==> config.mk <==
export PLATFORM = sky130hd
export DESIGN_NAME = mc14500b_uart_loader
export DESIGN_NICKNAME = d
export VERILOG_FILES = /design/src/rtl/mc14500b_uart_loader.sv
export SDC_FILE = /design/constraint.sdc
export NUM_CORES = 1
export LEC_CHECK = 0
export CORE_MARGIN = 3
export CORE_UTILIZATION = 57
export CTS_CLUSTER_SIZE = 25
export DETAILED_ROUTE_END_ITERATION = 8
export DONT_BUFFER_PORTS = 1
export PLACE_DENSITY = 0.75
export SYNTH_ARGS = -nofsm -noshare
export SYNTH_HDL_FRONTEND = slang
export SYNTH_SLANG_ARGS = --single-unit
==> constraint.sdc <==
create_clock -name CLK -period 2.79 [get_ports CLK]
set_input_delay 0.558 -clock CLK [delete_from_list [all_inputs] [get_ports CLK]]
set_output_delay 0.558 -clock CLK [all_outputs]
set_load 0.03 [all_outputs]
==> src/rtl/mc14500b_uart_loader.sv <==
`default_nettype none
// ============================================================================
//  Module   : mc14500b_uart_loader
//  Function : UART (8N1) program loader for the MC14500B demo. It writes a
//             framed image into instruction RAM and holds the CPU in reset
//             while the load is in progress.
//  Revision : 1.0 - initial release
// ============================================================================
module mc14500b_uart_loader #(
  parameter int CLKS_PER_BIT   = 104,
  parameter int ADDR_WIDTH     = 8,
  parameter int TIMEOUT_CYCLES = 65535,
  parameter bit BOOT_RUN       = 1'b1
) (
  input  logic                  CLK,
  input  logic                  RST,
  input  logic                  RX,
  output logic                  MEM_WE,
  output logic [ADDR_WIDTH-1:0] MEM_ADDR,
  output logic [7:0]            MEM_DATA,
  output logic                  CPU_RST,
  output logic                  BUSY,
  output logic                  LOAD_OK,
  output logic                  LOAD_ERR
);

  localparam int                c_CNT_W   = $clog2(CLKS_PER_BIT);
  localparam int                c_TO_W    = $clog2(TIMEOUT_CYCLES + 1);
  localparam logic [c_CNT_W-1:0] c_HALF_M1 = c_CNT_W'(CLKS_PER_BIT / 2 - 1);
  localparam logic [c_CNT_W-1:0] c_FULL_M1 = c_CNT_W'(CLKS_PER_BIT - 1);
  localparam logic [c_CNT_W-1:0] c_CNT_ONE = c_CNT_W'(1);
  localparam logic [c_TO_W-1:0]  c_TO_M1   = c_TO_W'(TIMEOUT_CYCLES - 1);
  localparam logic [c_TO_W-1:0]  c_TO_ONE  = c_TO_W'(1);
  localparam logic [ADDR_WIDTH-1:0] c_PTR_ONE = ADDR_WIDTH'(1);
  localparam int                c_MAX_LEN = 1 << ADDR_WIDTH;
  localparam logic [7:0]        c_SYNC    = 8'hA5;

  // RX synchroniser; r_rx_prev gives the falling-edge reference
  logic r_rx_meta, r_rx_sync, r_rx_prev;

  always_ff @(posedge CLK or posedge RST) begin
    if (RST) begin
      r_rx_meta <= 1'b1;
      r_rx_sync <= 1'b1;
      r_rx_prev <= 1'b1;
    end else begin
      r_rx_meta <= RX;
      r_rx_sync <= r_rx_meta;
      r_rx_prev <= r_rx_sync;
    end
  end

  typedef enum logic [1:0] {RX_IDLE, RX_START, RX_DATA, RX_STOP} rx_state_t;

  rx_state_t            r_rx_state, w_rx_state_nxt;
  logic [c_CNT_W-1:0]   r_bit_cnt, w_bit_cnt_nxt;
  logic [2:0]           r_bit_idx, w_bit_idx_nxt;
  logic [7:0]           r_shift, w_shift_nxt;
  logic                 w_rx_valid, w_rx_ferr;

  always_ff @(posedge CLK or posedge RST) begin
    if (RST) begin
      r_rx_state <= RX_IDLE;
      r_bit_cnt  <= '0;
      r_bit_idx  <= '0;
      r_shift    <= '0;
    end else begin
      r_rx_state <= w_rx_state_nxt;
      r_bit_cnt  <= w_bit_cnt_nxt;
      r_bit_idx  <= w_bit_idx_nxt;
      r_shift    <= w_shift_nxt;
    end
  end

  always_comb begin
    w_rx_state_nxt = r_rx_state;
    w_bit_cnt_nxt  = r_bit_cnt;
    w_bit_idx_nxt  = r_bit_idx;
    w_shift_nxt    = r_shift;
    w_rx_valid     = 1'b0;
    w_rx_ferr      = 1'b0;
    case (r_rx_state)
      RX_IDLE: begin
        if (r_rx_prev && !r_rx_sync) begin
          w_rx_state_nxt = RX_START;
          w_bit_cnt_nxt  = '0;
        end
      end
      RX_START: begin
        if (r_bit_cnt == c_HALF_M1) begin
          w_bit_cnt_nxt  = '0;
          w_bit_idx_nxt  = '0;
          w_rx_state_nxt = r_rx_sync ? RX_IDLE : RX_DATA;
        end else begin
          w_bit_cnt_nxt = r_bit_cnt + c_CNT_ONE;
        end
      end
      RX_DATA: begin
        if (r_bit_cnt == c_FULL_M1) begin
          w_bit_cnt_nxt = '0;
          w_shift_nxt   = {r_rx_sync, r_shift[7:1]};
          w_bit_idx_nxt = r_bit_idx + 3'd1;
          if (r_bit_idx == 3'd7) begin
            w_rx_state_nxt = RX_STOP;
          end
        end else begin
          w_bit_cnt_nxt = r_bit_cnt + c_CNT_ONE;
        end
      end
      RX_STOP: begin
        if (r_bit_cnt == c_FULL_M1) begin
          w_bit_cnt_nxt  = '0;
          w_rx_state_nxt = RX_IDLE;
          w_rx_valid     = r_rx_sync;
          w_rx_ferr      = !r_rx_sync;
        end else begin
          w_bit_cnt_nxt = r_bit_cnt + c_CNT_ONE;
        end
      end
      default: w_rx_state_nxt = RX_IDLE;
    endcase
  end

  typedef enum logic [1:0] {ST_HUNT, ST_LEN, ST_DATA, ST_SUM} ld_state_t;

  ld_state_t             r_state, w_state_nxt;
  logic [8:0]            r_remaining, w_remaining_nxt;
  logic [7:0]            r_sum, w_sum_nxt;
  logic [ADDR_WIDTH-1:0] r_ptr, w_ptr_nxt;
  logic [c_TO_W-1:0]     r_to_cnt, w_to_cnt_nxt;
  logic                  r_mem_we, w_mem_we_nxt;
  logic [ADDR_WIDTH-1:0] r_mem_addr, w_mem_addr_nxt;
  logic [7:0]            r_mem_data, w_mem_data_nxt;
  logic                  r_cpu_rst, w_cpu_rst_nxt;
  logic                  r_busy, w_busy_nxt;
  logic                  r_ok, w_ok_nxt;
  logic                  r_err, w_err_nxt;
  logic                  r_boot;
  logic [8:0]            w_len_count;
  logic                  w_accept, w_reject;

  always_ff @(posedge CLK or posedge RST) begin
    if (RST) begin
      r_state     <= ST_HUNT;
      r_remaining <= '0;
      r_sum       <= '0;
      r_ptr       <= '0;
      r_to_cnt    <= '0;
      r_mem_we    <= 1'b0;
      r_mem_addr  <= '0;
      r_mem_data  <= '0;
      r_cpu_rst   <= 1'b1;
      r_busy      <= 1'b0;
      r_ok        <= 1'b0;
      r_err       <= 1'b0;
      r_boot      <= 1'b1;
    end else begin
      r_state     <= w_state_nxt;
      r_remaining <= w_remaining_nxt;
      r_sum       <= w_sum_nxt;
      r_ptr       <= w_ptr_nxt;
      r_to_cnt    <= w_to_cnt_nxt;
      r_mem_we    <= w_mem_we_nxt;
      r_mem_addr  <= w_mem_addr_nxt;
      r_mem_data  <= w_mem_data_nxt;
      r_cpu_rst   <= w_cpu_rst_nxt;
      r_busy      <= w_busy_nxt;
      r_ok        <= w_ok_nxt;
      r_err       <= w_err_nxt;
      r_boot      <= 1'b0;
    end
  end

  // LEN byte 0x00 encodes a full 256-byte image
  assign w_len_count = (r_shift == 8'h00) ? 9'd256 : {1'b0, r_shift};

  always_comb begin
    w_state_nxt     = r_state;
    w_remaining_nxt = r_remaining;
    w_sum_nxt       = r_sum;
    w_ptr_nxt       = r_ptr;
    w_to_cnt_nxt    = r_to_cnt;
    w_mem_we_nxt    = 1'b0;
    w_mem_addr_nxt  = r_mem_addr;
    w_mem_data_nxt  = r_mem_data;
    w_cpu_rst_nxt   = r_cpu_rst;
    w_busy_nxt      = r_busy;
    w_ok_nxt        = 1'b0;
    w_err_nxt       = 1'b0;
    w_accept        = 1'b0;
    w_reject        = 1'b0;

    if (r_boot && BOOT_RUN) begin
      w_cpu_rst_nxt = 1'b0;
    end

    if (r_state != ST_HUNT) begin
      w_to_cnt_nxt = w_rx_valid ? '0 : r_to_cnt + c_TO_ONE;
      if ((!w_rx_valid && r_to_cnt == c_TO_M1) || w_rx_ferr) begin
        w_reject = 1'b1;
      end
    end

    case (r_state)
      ST_HUNT: begin
        w_to_cnt_nxt = '0;
        if (w_rx_valid && r_shift == c_SYNC) begin
          w_state_nxt   = ST_LEN;
          w_busy_nxt    = 1'b1;
          w_cpu_rst_nxt = 1'b1;
          w_ptr_nxt     = '0;
        end
      end
      ST_LEN: begin
        if (w_rx_valid) begin
          w_remaining_nxt = w_len_count;
          w_sum_nxt       = '0;
          if (32'(w_len_count) > c_MAX_LEN) begin
            w_reject = 1'b1;
          end else begin
            w_state_nxt = ST_DATA;
          end
        end
      end
      ST_DATA: begin
        if (w_rx_valid) begin
          w_mem_we_nxt    = 1'b1;
          w_mem_addr_nxt  = r_ptr;
          w_mem_data_nxt  = r_shift;
          w_ptr_nxt       = r_ptr + c_PTR_ONE;
          w_sum_nxt       = r_sum + r_shift;
          w_remaining_nxt = r_remaining - 9'd1;
          if (r_remaining == 9'd1) begin
            w_state_nxt = ST_SUM;
          end
        end
      end
      ST_SUM: begin
        if (w_rx_valid) begin
          if (r_shift == r_sum) w_accept = 1'b1;
          else                  w_reject = 1'b1;
        end
      end
      default: w_state_nxt = ST_HUNT;
    endcase

    if (w_accept) begin
      w_ok_nxt      = 1'b1;
      w_busy_nxt    = 1'b0;
      w_cpu_rst_nxt = 1'b0;
      w_state_nxt   = ST_HUNT;
    end
    if (w_reject) begin
      w_err_nxt     = 1'b1;
      w_busy_nxt    = 1'b0;
      w_cpu_rst_nxt = 1'b1;
      w_state_nxt   = ST_HUNT;
    end
  end

  assign MEM_WE   = r_mem_we;
  assign MEM_ADDR = r_mem_addr;
  assign MEM_DATA = r_mem_data;
  assign CPU_RST  = r_cpu_rst;
  assign BUSY     = r_busy;
  assign LOAD_OK  = r_ok;
  assign LOAD_ERR = r_err;

endmodule
`default_nettype wire

Yosys cells after proc, flatten, opt, wreduce, memory -nomap -nowiden

Cells that the tools add are included.

Bits in registers: 88
Bits of input ports: 3
Output and inout bits: 21

Add/subtract/negate cells: 6
$lt $le $gt $ge: 1
Equality and inequality tests: 26
Mux-type cells: 62
Reduce and logical (&&, ||, !) cells: 26

Operator list:

| operator                | number |
|---|---|
| $mux W16                | 3 |
| $mux W8                 | 4 |
| $pmux W8 S2             | 2 |
| $mux W9                 | 3 |
| $mux W1                 | 26 |
| $mux W2                 | 13 |
| $mux W7                 | 3 |
| $pmux W7 S3             | 1 |
| $ne A4 B4 Y1 const B    | 5 |
| $pmux W9 S2             | 1 |
| $add A16 B1 Y16 const B | 1 |
| $eq A16 B16 Y1 const B  | 1 |
| $ne A2 B2 Y1 const B    | 8 |
| $reduce_bool A2 Y1      | 5 |
| $eq A9 B1 Y1 const B    | 1 |
| $gt A9 B9 Y1 const B    | 1 |
| $reduce_and A3 Y1       | 3 |
| $sub A9 B1 Y9 const B   | 1 |
| $add A8 B1 Y8 const B   | 1 |
| $add A8 B8 Y8           | 1 |
| $eq A2 B2 Y1 const B    | 4 |
| $eq A8 B8 Y1            | 1 |
| $eq A8 B8 Y1 const B    | 1 |
| $logic_not A8 Y1        | 1 |
| other kinds (21)        | 30 |

Logic depth before layout (Yosys ltp)

Depth after elaboration: 13
Mapped depth: 9
Mapped depth without buffers: 8

Worst setup path before layout

No wires, ideal clock.

Path kind: reg2reg
Start point: register r_bit_cnt[0]
End point: register r_state[0]
Data arrival time: 2058 ps
Required time: 2714 ps
Path slack: 656 ps
Cell stages (with the launch flop): 9
Path buffers: 1
Period minus slack after synthesis: 2134 ps
Cells stage by stage: dfrtp_1 ha_1 nand2_1 or4_4 buf_6 o21ai_2 nand2_1 or4_1 o21ai_1

Longest elaborated chain between the ends: 13
Elaborated cells on any way between the ends: 27
Classes of those cells: eq/ne: 6; mux: 15; reduce/logical: 6

RTL lines:

| item                                                         | line     | RTL |
|---|---|---|
| start: declaration                                           | 56       | `logic [c_CNT_W-1:0] r_bit_cnt, w_bit_cnt_nxt;` |
| start signal: assignment                                     | 69       | `r_bit_cnt <= w_bit_cnt_nxt;` |
| $eq A7 B7 Y1 (*)                                             | 111      | `if (r_bit_cnt == c_FULL_M1) begin` |
| $mux W1                                                      | 111      |  |
| $mux W1                                                      | 82       | `case (r_rx_state)` |
| $logic_not A1 Y1                                             | 199      | `if ((!w_rx_valid && r_to_cnt == c_TO_M1) \|\| w_rx_ferr) begin` |
| $logic_and A1 B1 Y1                                          | 199      |  |
| $logic_or A1 B1 Y1                                           | 199      |  |
| $mux W1                                                      | 199      |  |
| $mux W1                                                      | 197      | `if (r_state != ST_HUNT) begin` |
| $mux W1, on equally long branches                            | 240, 218 |  |
| $mux W1, on equally long branches                            | 239, 215 |  |
| $pmux W1 S2                                                  | 204      | `case (r_state)` |
| $ne A4 B4 Y1 (no line) or $reduce_bool A5 Y1 (tied branches) | -        |  |
| $reduce_and A6 Y1 (no line)                                  | -        |  |
| end signal: assignment                                       | 158      | `r_state <= w_state_nxt;` |
| end: declaration                                             | 126      | `ld_state_t r_state, w_state_nxt;` |

Every way passes the cells marked *; elsewhere a longest branch is shown, timed or not.
A chain may end at the register's enable or synchronous reset.

Worst setup path in the final report

Start point: register r_bit_cnt[0]
End point: register r_remaining[4]

Longest elaborated chain between the ends: 5
Elaborated cells on any way between the ends: 6
Classes of those cells: eq/ne: 3; mux: 2; reduce/logical: 1

RTL lines:

| item                            | line | RTL |
|---|---|---|
| $eq A7 B7 Y1 (*)                | 111  |  |
| $mux W1 (*)                     | 111  |  |
| $mux W1 (*)                     | 82   |  |
| $ne A2 B2 Y1 (no line)          | -    |  |
| $reduce_and A3 Y1 (no line) (*) | -    |  |
| end signal: assignment          | 159  | `r_remaining <= w_remaining_nxt;` |
| end: declaration                | 127  | `logic [8:0] r_remaining, w_remaining_nxt;` |

Marks and branches as above.

==> flow_summary.json <==
{
  "outcome": "completed",
  "die_y_um": 94.3,
  "fin_nets": 496,
  "hold_viol_final": 0,
  "cp.required_ns": 3.07,
  "postCtsSetupRepairBufs": 0,
  "slew_viol_final": 0,
  "finalCritPeriodShare_pct": 85.6,
  "synth_flop_cell": "dfrtp_1",
  "p_leak_nw": 2.20,
  "critical_path_arrival_ns": 2.67,
  "setup_violations": 0,
  "first_iter_violations": 189,
  "tightest_slew_ns": 0.797,
  "rows": 31,
  "yosysSeqAreaShare_pct": 49.7,
  "n_antenna_cell": 0,
  "grtUsageTotal_pct": 21.5,
  "cts_tree": "built",
  "critPathLaunchType": "register",
  "period_needed_ns": 2.39,
  "ant_nets": 0,
  "fin_tns_setup_ns": 0,
  "peakVddDrop_uv": 298,
  "synthArstFlopShare_pct": 100,
  "numCtsBuffers": 9,
  "critPathMostFrequentCell": "a21oi_1",
  "synth_warnings": 0,
  "fmax_mhz": 419,
  "syn_nets": 490,
  "syn_inst": 467,
  "power.density_nw_per_um2": 508,
  "relSlewSlack_pct": 46.5,
  "critical_path.cell_chain": "ha_1 > nand2_1 > or4_4 > nor2_1 > buf_4 > a21oi_1 > a21oi_1",
  "die_area_sq_um": 8890,
  "insertion_delay_ns": 0.37,
  "dp_hpwl_um": 6210,
  "viasPerCell": 5.76,
  "grt_max_degree": 49,
  "crit_fanout": 8,
  "firstDrtPassIters": 5,
  "crit_type": "register to register",
  "crit_path_max_incr_delay_ns": 0.61,
  "min_path_type": "input port to register",
  "rsz0062_at_grt": "false",
  "place_congestion": 0.796,
  "synth.avg_cell_area_sq_um": 9.52,
  "die_x_um": 94.3,
  "ys_types": 52,
  "end_kind": "register",
  "drive_above_1_share_pct": 10.7,
  "clk_path_buf_depth": 2,
  "ys_ff_latch": 88,
  "synth_top_area_share_pct": 46.7,
  "path_clk_slew_ns": 0.09,
  "grt_pass1_vias": 3218,
  "cts.sinks": 88,
  "yosysTopAreaCell": "dfrtp_1",
  "core_area_sq_um": 7410,
  "cp_slowest_cell": "or4_4",
  "num_io_pins": 24,
  "detail_route.wl_per_cell_um": 15.2,
  "clock_skew_ns": 0.0117,
  "synth_edf_count": 0,
  "area_growth_pct": 7.49,
  "synth.area.top_cells": "dfrtp_1 47%, nand2_1 7.3%, ha_1 5.3%",
  "grt_pass1_wl_um": 15100,
  "synthTopCellsByCount": "87 x nand2_1, 83 x dfrtp_1, 42 x nor2_1",
  "cts_root_buf": "clkbuf_8",
  "io_buffer_count": 0,
  "cts_max_level": 3,
  "vias": 3324,
  "synth.most_common_cell": "nand2_1",
  "wl_um": 8780,
  "drc": 0,
  "synth_area_sq_um": 4450,
  "start_util_pct": 60.0,
  "grt_overflow": 0,
  "place_area_sq_um": 4580,
  "antenna_found_initial": 0,
  "finalInstanceArea_sq_um": 4780,
  "maxCapViolations": 0
}
[through the flow]
| step | util (%) | instances | power (mW) | hold WS [ns] | setup slack [ns] |
|---|---|---|---|---|---|
| final | 64.5 | 577 | 2.43 | 0.179 | 0.403 |
| after global routing | 64.5 | 577 | 2.54 | 0.168 | 0.242 |
| after CTS | 64.5 | 577 | 2.46 | 0.170 | 0.445 |
| after detailed placement | 61.9 | 560 | 1.62 | 0.349 | 0.462 |
| after global placement | 61.9 | 560 | 1.61 | 0.346 | 0.581 |
| after floorplan | - | 467 | 1.57 | 0.345 | 0.656 |
[where the power goes]
part	internal, mW	switching, mW	total, mW
registers	1.32	0.0629	1.38
clock network	0.340	0.497	0.837
logic	0.0770	0.137	0.214
total	1.73	0.697	2.43
[worst paths after layout]
kind                                  endpoint  slack, ns  cells after the start          from
max in group asynchronous          MEM_DATA[1]       1.33                      3           RST
worst max-delay path            r_remaining[4]       0.40                      7  r_bit_cnt[0]
worst max register to register  r_remaining[4]       0.40                      7  r_bit_cnt[0]
worst min-delay path                 r_rx_meta       0.18                      0            RX
min in group asynchronous              LOAD_OK       0.61                      2           RST
worst min register to register       r_rx_sync       0.36                      0     r_rx_meta
[worst max-delay path, delay by kind of cell (launching register included)]
family,cells,cell delay (ns)
AND/OR/NAND/NOR,3,1.18
flip-flops,1,0.40
adder cells (fa/ha/maj),1,0.28
buffers and inverters,1,0.24
AO/OA/AOI/OAI,2,0.21
[final cells by class]
cell class / count / area [sq um]
clock buffers: 9 / 124
clock inverters: 7 / 61.3
fillers: 609 / 2630
inverters: 17 / 67.6
multi-input cells: 344 / 2090
flip-flops and latches: 88 / 2210
well taps: 99 / 124
repair buffers: 13 / 100
[registers in the layout, indices dropped and copies added (netlist names)]
register	flops
MEM_WE	1
r_rx_prev	1
r_rx_meta	1
CPU_RST	1
r_state	2
r_bit_idx	3
r_remaining	9
LOAD_OK	1
LOAD_ERR	1
r_boot	1
r_sum	8
r_rx_sync	1
r_shift	8
r_bit_cnt	7
r_ptr	8
MEM_ADDR	8
BUSY	1
r_rx_state	2
MEM_DATA	8
r_to_cnt	16
[layout by cell type (no fill, tap or decap), drive strengths merged, types with 4 or more instances in the layout]
cell type,instances
nand2,87
dfrtp,83
nor2,42
o21ai,28
a21oi,24
inv,20
ha,19
xor2,16
nor3,14
nand3,12
buf,12
mux2,11
xnor2,11
nand4,9
clkbuf,9
nor4,7
dfstp,5
o31ai,5
nand2b,4
o22ai,4
[kinds of logic after synthesis]
group	synth area share [%]
AND/OR/NAND/NOR	20.5
flip-flops	49.7
AO/OA/AOI/OAI	11.9
buffers and inverters	3.24
XOR/XNOR	5.32
adder cells (fa/ha/maj)	5.80
multiplexers	3.46
other	0.0844
[routing by layer]
layer,GRT usage [%],wire [um],up-vias
li1,-,-,1624
met1,28.8,3980,1605
met2,34.8,4220,81
met3,4.17,441,14
met4,8.06,144,0
met5,0,0,-
[repair_timing]
| item | 4_1_cts | 5_1_grt |
|---|---|---|
| hold buffers | 1 | 0 |
| resized for setup | 0 | 0 |
| hold endpoints to repair | 7 | 0 |
Power figures use the tool's default switching activity.
